--- config.mk ---
export PLATFORM = sky130hd
export DESIGN_NAME = bit_serializer
export DESIGN_NICKNAME = d
export VERILOG_FILES = /design/src/rtl/serial_pkg.sv /design/src/rtl/bit_serializer.sv
export SDC_FILE = /design/constraint.sdc
export NUM_CORES = 1
export LEC_CHECK = 0
export ABC_AREA = 1
export BUFFER_PORTS_ARGS = -buffer_cell sky130_fd_sc_hd__buf_2
export CORE_MARGIN = 3
export CORE_UTILIZATION = 55
export CTS_BUF_LIST = sky130_fd_sc_hd__clkbuf_4
export CTS_CLUSTER_SIZE = 12
export DETAILED_ROUTE_END_ITERATION = 10
export PLACE_DENSITY_LB_ADDON = 0.05
export SETUP_SLACK_MARGIN = 0.4
export SYNTH_ARGS = -nofsm -noshare
export SYNTH_HDL_FRONTEND = slang
export SYNTH_SLANG_ARGS = --single-unit
--- constraint.sdc ---
create_clock -name clk -period 2.7 [get_ports clk]
set_clock_uncertainty 0.1 [all_clocks]
set_input_delay 0.135 -clock clk [delete_from_list [all_inputs] [get_ports clk]]
set_output_delay 0.135 -clock clk [all_outputs]
set_load 0.01 [all_outputs]
--- src/rtl/serial_pkg.sv ---
// serial_pkg
// Shared types and constants for the serial-input front end.
//   state_t          : serializer FSM states (IDLE, SHIFT)
//   IDLE_BIT_DEFAULT : level driven on the serial line between frames
//   frame_len()      : bits per frame for a given word width
// Optional build macro: SERIAL_PARITY_EN (adds one even-parity bit per frame)
package serial_pkg;

  typedef enum logic {
    IDLE  = 1'b0,
    SHIFT = 1'b1
  } state_t;

  localparam logic IDLE_BIT_DEFAULT = 1'b0;

  // With parity enabled every frame carries one extra trailing bit.
  function automatic int frame_len(input int width);
`ifdef SERIAL_PARITY_EN
    return width + 1;
`else
    return width;
`endif
  endfunction

endpackage

--- src/rtl/bit_serializer.sv ---
// bit_serializer
// Accepts a parallel word over a valid/ready handshake and shifts it out
// MSB-first, one bit per clock, on x. x_valid qualifies frame bits and
// frame_done pulses with the final bit of each frame.
// Ports:
//   clk        : rising-edge clock
//   rst        : asynchronous, active-low reset
//   din        : parallel word (sampled only on an accepted handshake)
//   din_valid  : din holds a word to send
//   din_ready  : a word can be accepted this cycle
//   x          : serial bit
//   x_valid    : x carries a frame bit this cycle
//   frame_done : one-cycle pulse on the last bit of a frame
// Optional build macro: SERIAL_PARITY_EN -- appends an even-parity bit
// (XOR of the accepted word) after the data bits.
module bit_serializer
  import serial_pkg::*;
#(
  parameter int   WIDTH    = 8,
  parameter logic IDLE_BIT = IDLE_BIT_DEFAULT
) (
  input  logic             clk,
  input  logic             rst,
  input  logic [WIDTH-1:0] din,
  input  logic             din_valid,
  output logic             din_ready,
  output logic             x,
  output logic             x_valid,
  output logic             frame_done
);

  localparam int FRAME_LEN = frame_len(WIDTH);
  localparam int CW        = $clog2(WIDTH + 1);

  state_t           state;
  // Holds the bits still waiting to be sent; the bit currently on x has
  // already been moved into the x register.
  logic [WIDTH-1:0] shreg;
  logic [CW-1:0]    cnt;
  logic             load;
  logic             next_bit;

`ifdef SERIAL_PARITY_EN
  logic             par;
`endif

  assign load = din_valid && din_ready;

  // Bit to present after the next edge. With parity, the cycle after the
  // last data bit (counter at 1) carries the stored parity instead.
  always_comb begin
    next_bit = shreg[WIDTH-1];
`ifdef SERIAL_PARITY_EN
    if (cnt == CW'(1)) begin
      next_bit = par;
    end
`endif
  end

  // Single FSM process. din_ready is high only in IDLE and in the last-bit
  // cycle, so a handshake in the last-bit cycle chains the next frame with
  // no gap. Each SHIFT edge with cnt != 0 shifts out one more bit.
  always_ff @(posedge clk or negedge rst) begin
    if (!rst) begin
      state      <= IDLE;
      shreg      <= '0;
      cnt        <= '0;
      x          <= IDLE_BIT;
      x_valid    <= 1'b0;
      frame_done <= 1'b0;
      din_ready  <= 1'b0;
`ifdef SERIAL_PARITY_EN
      par        <= 1'b0;
`endif
    end else if (load) begin
      state      <= SHIFT;
      shreg      <= {din[WIDTH-2:0], 1'b0};
      cnt        <= CW'(FRAME_LEN - 1);
      x          <= din[WIDTH-1];
      x_valid    <= 1'b1;
      frame_done <= 1'b0;
      din_ready  <= 1'b0;
`ifdef SERIAL_PARITY_EN
      par        <= ^din;
`endif
    end else if (state == SHIFT && cnt != '0) begin
      shreg      <= shreg << 1;
      cnt        <= cnt - CW'(1);
      x          <= next_bit;
      x_valid    <= 1'b1;
      frame_done <= (cnt == CW'(1));
      din_ready  <= (cnt == CW'(1));
    end else begin
      state      <= IDLE;
      x          <= IDLE_BIT;
      x_valid    <= 1'b0;
      frame_done <= 1'b0;
      din_ready  <= 1'b1;
    end
  end

endmodule

# == After elaboration in Yosys (flattened, before gate mapping) ==
# Cells that the tools add are included.
# word_totals
in_bits,11
output_inout_bits,4
word_cells,28
reg_bits,17
# op_classes
mux,14
n_eq_ne,2
add_sub_neg,1
reduce_logical,4
# op_table
cell,count
8-bit two-way mux,2
1-bit two-way mux,10
4-bit two-way mux,2
4-bit by 1-bit equality test with 1-bit output (second input constant),1
4-bit nonzero test,1
4-bit by 1-bit subtractor with 4-bit output (second input constant),1
1-bit logical AND,2
2-bit != test (second input constant),1
2-bit nonzero test,1

# == Logic depth before layout (Yosys ltp) ==
# Gate-level depths: netlist (run 1).
# depth
word_depth,4
mapped_depth,8
mapped_depth_nobuf,7

# == Worst setup path before layout (run 1) ==
# No wires, ideal clock.
# synth_timing
path_type,reg2reg
start,reg cnt[0]
end,reg cnt[2]
path_slack_ps,1334
t_required_ps,2481
synth_period_minus_slack_ps,1366
setup_time_ps,119
arrival_time_ps,1147
n_path_buf,1
stages_incl_launch_ff,9
cell_sequence,dfrtp_1 -> inv_1 -> ha_1 -> nand2_2 -> nand2_4 -> nand2_4 -> buf_6 -> o21ai_2 -> nand2_1
# synth_via
elab_chain_cells,3
elab_cells_between_ends,6
cone_classes,1 x add/sub; 2 x mux; 3 x reduce/logical
# synth_rtl
element,line_no,rtl
"start, declared",bit_serializer.sv:39,logic [CW-1:0] cnt;
"start signal, assigned",bit_serializer.sv:78,cnt <= CW'(FRAME_LEN - 1);
"start signal, assigned",bit_serializer.sv:88,cnt <= cnt - CW'(1);
4-bit by 1-bit subtractor with 4-bit output or 4-bit nonzero test (tied branches),"bit_serializer.sv:88, bit_serializer.sv:86",
4-bit two-way mux or 1-bit logical AND (tied branches),bit_serializer.sv:86,end else if (state == SHIFT && cnt != '0) begin
4-bit two-way mux or 2-bit nonzero test (tied branches),--,
# Several ways; a longest one is shown, not always the timed one. The select of a mux whose other input is x is not followed.
# A chain may end at the register's enable or synchronous reset.

# == Worst setup path after layout (run 1) ==
# layout_timing
start,reg cnt[0]
end,reg shreg[1]
# layout_via
elab_chain_cells,3
# layout_rtl
element,line_no,rtl
4-bit nonzero test,bit_serializer.sv:86,
1-bit logical AND,bit_serializer.sv:86,
2-bit nonzero test (no line),--,
"end signal, assigned",bit_serializer.sv:77,"shreg <= {din[WIDTH-2:0], 1'b0};"
"end signal, assigned",bit_serializer.sv:87,shreg <= shreg << 1;
"end, declared",bit_serializer.sv:38,logic [WIDTH-1:0] shreg;
# Every way passes these cells.

==> results of run 1 <==
## final timing paths
| path | from | endpoint | slack [ns] |
|---|---|---|---|
| hold reg to reg | cnt[0] | cnt[0] | 0.42 |
| max in group asynchronous | rst | shreg[3] | 2.06 |
| setup / recovery | cnt[0] | shreg[1] | 1.26 |
| min in group asynchronous | rst | din_ready | 0.19 |
| setup reg to reg | cnt[0] | shreg[1] | 1.26 |
| hold / removal | din[3] | shreg[4] | 0.07 |
## per-stage QoR
| step | total power [mW] | cells | hold WS [ns] | cell area (um2) |
|---|---|---|---|---|
| after floorplan | 0.780 | 88 | -0.261 | 779 |
| after global placement | 0.855 | 114 | -0.0364 | 851 |
| after detailed placement | 0.868 | 114 | -0.0350 | 851 |
| after CTS | 1.00 | 121 | 0.0617 | 907 |
| after global routing | 1.08 | 121 | 0.0978 | 907 |
| final | 0.987 | 121 | 0.0709 | 907 |
## cell families (layout without fill, tap and decap cells)
family          Yosys count  count (layout)
compound gates           18              18
xor+xnor                  1               1
buf+inv                  14              33
flops                    16              16
fa+ha+maj                 2               2
simple gates             37              37
## power groups by stage
stage	registers, mW	clock network, mW	logic, mW
3_5_place_dp	0.396	0	0.472
4_1_cts	0.391	0.131	0.479
2_1_floorplan	0.401	0	0.379
3_3_place_gp	0.392	0	0.462
6_report	0.390	0.126	0.471
5_1_grt	0.399	0.139	0.543
## per-layer routing
layer | GRT usage (%) | routed length [um]
met1 | 18.0 | 612
met2 | 25.9 | 588
met3 | 4.98 | 69
met4 | 3.61 | 6
met5 | 0 | 0
## sequential cells by signal, summed over array words and instances, names as in the netlist
signal	cells
shreg	7
state	1
frame_done	1
din_ready	1
x	1
x_valid	1
cnt	4
## cell type report
class / instances / area (um2)
tap: 14 / 17.5
sequential: 16 / 400
inverter: 12 / 45.0
timing repair buffer: 17 / 100
clock inverter: 1 / 3.75
fill: 89 / 309
multi-input combinational: 58 / 318
clock buffer: 3 / 22.5
## critical path: stages, from the launching register on
cell     delay, ns
dfrtp_1       0.41
inv_1         0.11
ha_1          0.23
nand2_2       0.09
nand2_4       0.08
nand2_4       0.14
o21ai_0       0.20
## layout by cell type (no fill, tap or decap), types with 3 or more instances in the layout
cell,count
nand2_1,26
o21ai_0,9
dlygate4sd3_1,3
dfrtp_1,16
inv_1,11
nand3_1,3
o21ai_2,7
buf_2,14
clkbuf_4,3
==> results.toml, run 1 <==
[logic_synthesis]
synth_compound_area_share_pct = 14.9
synth_area_leader_cell = "dfrtp_1"
yosys-top-cells-area = "dfrtp_1, nand2_1, o21ai_2"
syn_nets = 101
syn_inst = 88
synthXorXnorAreaFrac_pct = 1.12
synthArstFlopShare_pct = 100
synth_top_area_share_pct = 51.4
yosys.area_share.adder_pct = 3.21
syn_area_um2 = 779
yosys_most_used_dff = "dfrtp_1"
synth_common_cells = "nand2_1, dfrtp_1, inv_1"
synth.ff_latch_count = 16
syn_avg_cell_area_um2 = 8.86
synth_enable_flop_cells = 0
synth_top_family_by_area = "simple AND/OR/NAND/NOR gates"
ys_types = 18
synth-simple-area-share_pct = 21.5
yosys_warnings = 0
ys_seq_area_share_pct = 51.4
yosysMostFrequentCell = "nand2_1"
synthMuxAreaShare_pct = 0

[drt]
antenna_left = 0
drc = 0
drtIter0Drc = 13
wirelength_mm = 1.28
wl_per_cell_um = 10.5
vias = 605
vias_per_cell = 5.00
first_pass_iters = 4

[placed_design]
pre_cts_slack_ns = 1.26
port_buffers = 14
gp_congestion = 0.799
hpwl_um = 927

[grt]
gr-total-overflow = 0
grtUsageTotal_pct = 15.0
grt_max_degree = 20
grt_antenna_before_repair = 0
grt_pass1_vias = 580
grt_first_pass_wirelength_mm = 2.19

[power]
power_frac_comb_pct = 47.7
pwr-share-seq_pct = 39.5
leakagePower_nw = 0.471
vdd_drop_max_uv = 757
switchingPower_mw = 0.424
clkPwrFrac_pct = 12.8
swShare_pct = 42.9
p_int_mw = 0.564
powerDensity_mw_per_mm2 = 1090

[timing]
setup_tns_ns = 0
fmax_ghz = 0.692
setup_viol = 0
hold_viol = 0
slew_headroom_pct = 77.0
setup_ws_ns = 1.26
min_period_ns = 1.44
worst_pin_slew_ns = 0.344
drv_slew = 0
fin_crit_sh_pct = 53.5
rsz0062_at_grt = "false"

[setup_path]
cp-start-kind = "register"
end_kind = "register"
worst-r2r-cell-count = 6
critPathKind = "register to register"
critPathMaxFanout = 19
critPathArrivalTime_ns = 1.54
worst_ep_required_time_ns = 2.80

[cts]
htree_num_levels = 1
clk_pin_slew_ns = 0.09
post_cts_buffers = 0
cts-root-buf = "clkbuf_4"
cts_tree = "done"
cts_buffers = 3
postCtsResizedCells = 0
cts_hold_buf = 3
clock-sinks = 16
clk-insertion-delay-late_ns = 0.28
clockBufferDepth = 2

[flow_run]
cap_viol_max_count = 0

[layout]
diodes = 0
nets = 121
utilization_pct = 74.6
area_delta_synth_final_pct = 16.4
drive_gt1_share_pct = 28.0

[worst_hold_path]
hp-class = "primary input to register"
holdPathStages = 5

[floorplanning]
rows = 12
start_util_pct = 64.1
die_w_um = 43.6
dieArea_mm2 = 0.00190
pin_count = 15
dieHeight_um = 43.6
core_mm2 = 0.00122

[outcome]
status = "finished clean"
Note: power is estimated with default switching activity, not from simulation.
==> run 2, diff against run 1 <==
--- a/config.mk
+++ b/config.mk
@@ -8,7 +8,7 @@
 export ABC_AREA = 1
 export BUFFER_PORTS_ARGS = -buffer_cell sky130_fd_sc_hd__buf_2
 export CORE_MARGIN = 3
-export CORE_UTILIZATION = 55
+export CORE_UTILIZATION = 50
 export CTS_BUF_LIST = sky130_fd_sc_hd__clkbuf_4
 export CTS_CLUSTER_SIZE = 12
 export DETAILED_ROUTE_END_ITERATION = 10
==> constraint.sdc (replaced) <==
create_clock -name clk -period 1.2 [get_ports clk]
set_clock_uncertainty 0.1 [all_clocks]
set_input_delay 0.06 -clock clk [delete_from_list [all_inputs] [get_ports clk]]
set_output_delay 0.06 -clock clk [all_outputs]
set_load 0.01 [all_outputs]
==> results.toml, run 2 (synthesis gave the netlist of run 1 again) <==
[cts]
clockBufferDepth = 2
clk-insertion-delay-late_ns = 0.29
cts_buffers = 3
cts-root-buf = "clkbuf_4"
cts_tree = "done"
clock-sinks = 16
clk_pin_slew_ns = 0.09
htree_num_levels = 1

[worst_hold_path]
hold_end = "shreg[7]"
holdPathStages = 5
hp-class = "primary input to register"
worstHoldStart = "din[6]"

[drt]
vias_per_cell = 5.26
antenna_left = 0
vias = 716
wl_per_cell_um = 14.4
first_pass_iters = 4
drtIter0Drc = 10
drc = 0
wirelength_mm = 1.96

[grt]
grt_max_degree = 17
grt_pass1_vias = 700
gr-total-overflow = 0
grt_first_pass_wirelength_mm = 3.10
grt_antenna_before_repair = 0
grtUsageTotal_pct = 22.0

[timing]
slew_headroom_pct = 75.3
worst_pin_slew_ns = 0.371
fin_crit_sh_pct = 109
setup_ws_ns = -0.103
setup_viol = 14
min_period_ns = 1.30
fmax_ghz = 0.768
hold_slack_ns = -0.0118
rsz0062_at_grt = "true"
hold_viol = 5
drv_slew = 0

[setup_path]
critPathMaxFanout = 4
worst_ep_required_time_ns = 1.33
timing.rr.end = "cnt[2]"
critPathArrivalTime_ns = 1.44
cpPeakStageDelay_ns = 0.41
reg2reg_slack_ns = -0.10
cp-start-kind = "register"
end_kind = "register"
cp_slowest_cell = "dfrtp_1"
worst-r2r-cell-count = 7
critPathKind = "register to register"
reg2reg_from = "cnt[1]"
path_cells = "inv_2, ha_4, nand2_4, nand2_8, buf_6, nand3_2, nand2_1"

[layout]
multiInputGateArea_um2 = 484
mostFrequentLayoutCells = "dfrtp_1, nand2_1, buf_2"
seq_area_um2 = 400
drive_gt1_share_pct = 54.5
fill_cells = 73
largest_reg_flops = 7
area_delta_synth_final_pct = 52.3
layout_commonest_cell = "dfrtp_1"
regMostFlops = "shreg"
utilization_pct = 85.9
diodes = 0
top_regs = "shreg: 7 flops, cnt: 4 flops"
nets = 136

[power]
fin_total_pwr_mw = 3.31
powerDensity_mw_per_mm2 = 2790
leakagePower_nw = 0.576
vdd_drop_max_uv = 1770

[floorplanning]
core_mm2 = 0.00138
dieHeight_um = 45.5
pin_count = 15
die_w_um = 45.5
dieArea_mm2 = 0.00207
rows = 13
start_util_pct = 56.4

[outcome]
violations = "negative hold slack, negative setup slack"
status = "complete, but fails checks"

[placed_design]
port_buffers = 14
gp_congestion = 0.748
pre_cts_slack_ns = -0.0706
hpwl_mm = 1.05

[flow_run]
cap_viol_max_count = 0
run 2: cell count changes in the layout (fill, tap and decap cells not counted), moves of 3 or more:
cell     previous run  this run
buf_4               0         8
buf_6               0         5
nand2_1            26        15
nand2_2             2        10
nand2_8             0         4
o21ai_0             9         6
run 2: how the worst max path moves through the flow:
stage / from / endpoint / slack (ns) / depth (start not counted)
after CTS: cnt[1] / cnt[2] / -0.04 / 6
after global routing: cnt[1] / cnt[2] / -0.14 / 7
after floorplan: cnt[0] / cnt[2] / -0.08 / 8
after global placement: cnt[1] / shreg[4] / -0.04 / 7
after detailed placement: cnt[1] / shreg[6] / -0.07 / 7
final: cnt[1] / cnt[2] / -0.10 / 7
run 2: cell type report:
| type | instances | share of cell area (%) |
|---|---|---|
| Sequential cell | 16 | 33.7 |
| Clock buffer | 3 | 1.90 |
| Timing Repair Buffer | 30 | 18.2 |
| Inverter | 12 | 3.79 |
| Tap cell | 15 | 1.58 |
| Multi-Input combinational cell | 60 | 40.8 |
run 2: layer usage:
layer  global-route usage [%]  vias to the layer above  share of wire [%]
li1                         -                      348                  -
met1                     27.0                      347                 44
met2                     37.0                       19                 51
met3                     4.74                        2                4.2
met4                     8.77                        0                1.1
met5                        0                        -                  0
run 2: power by group:
part	internal, mW	switching, mW
Clock	0.117	0.172
Sequential	0.765	0.132
Combinational	0.923	1.20
run 2: metrics by stage:
| step | instances | instance area (um2) | hold WS, ns | setup TNS (ns) |
|---|---|---|---|---|
| floorplan | 88 | 800 | -0.336 | -0.378 |
| global placement | 123 | 930 | -0.111 | -0.308 |
| detailed placement | 123 | 930 | -0.106 | -0.697 |
| CTS | 135 | 1120 | -0.0114 | -0.313 |
| global route | 136 | 1190 | -0.00498 | -1.58 |
| finish | 136 | 1190 | -0.0118 | -0.942 |
run 2: what timing repair did:
action | in CTS | in global routing
endpoints found under the hold margin | 23 | 0
hold buffers | 3 | 0
gates cloned | 2 | 0
buffers inserted | 4 | 1
resized for setup | 23 | 12
pin swaps | 11 | 5
setup endpoints to repair | 20 | 20
run 2: critical path: cells and delay by family, from the launching register on:
family	cells	cell delay, ns
fa+ha+maj	1	0.18
simple gates	4	0.33
buf+inv	2	0.22
flops	1	0.41
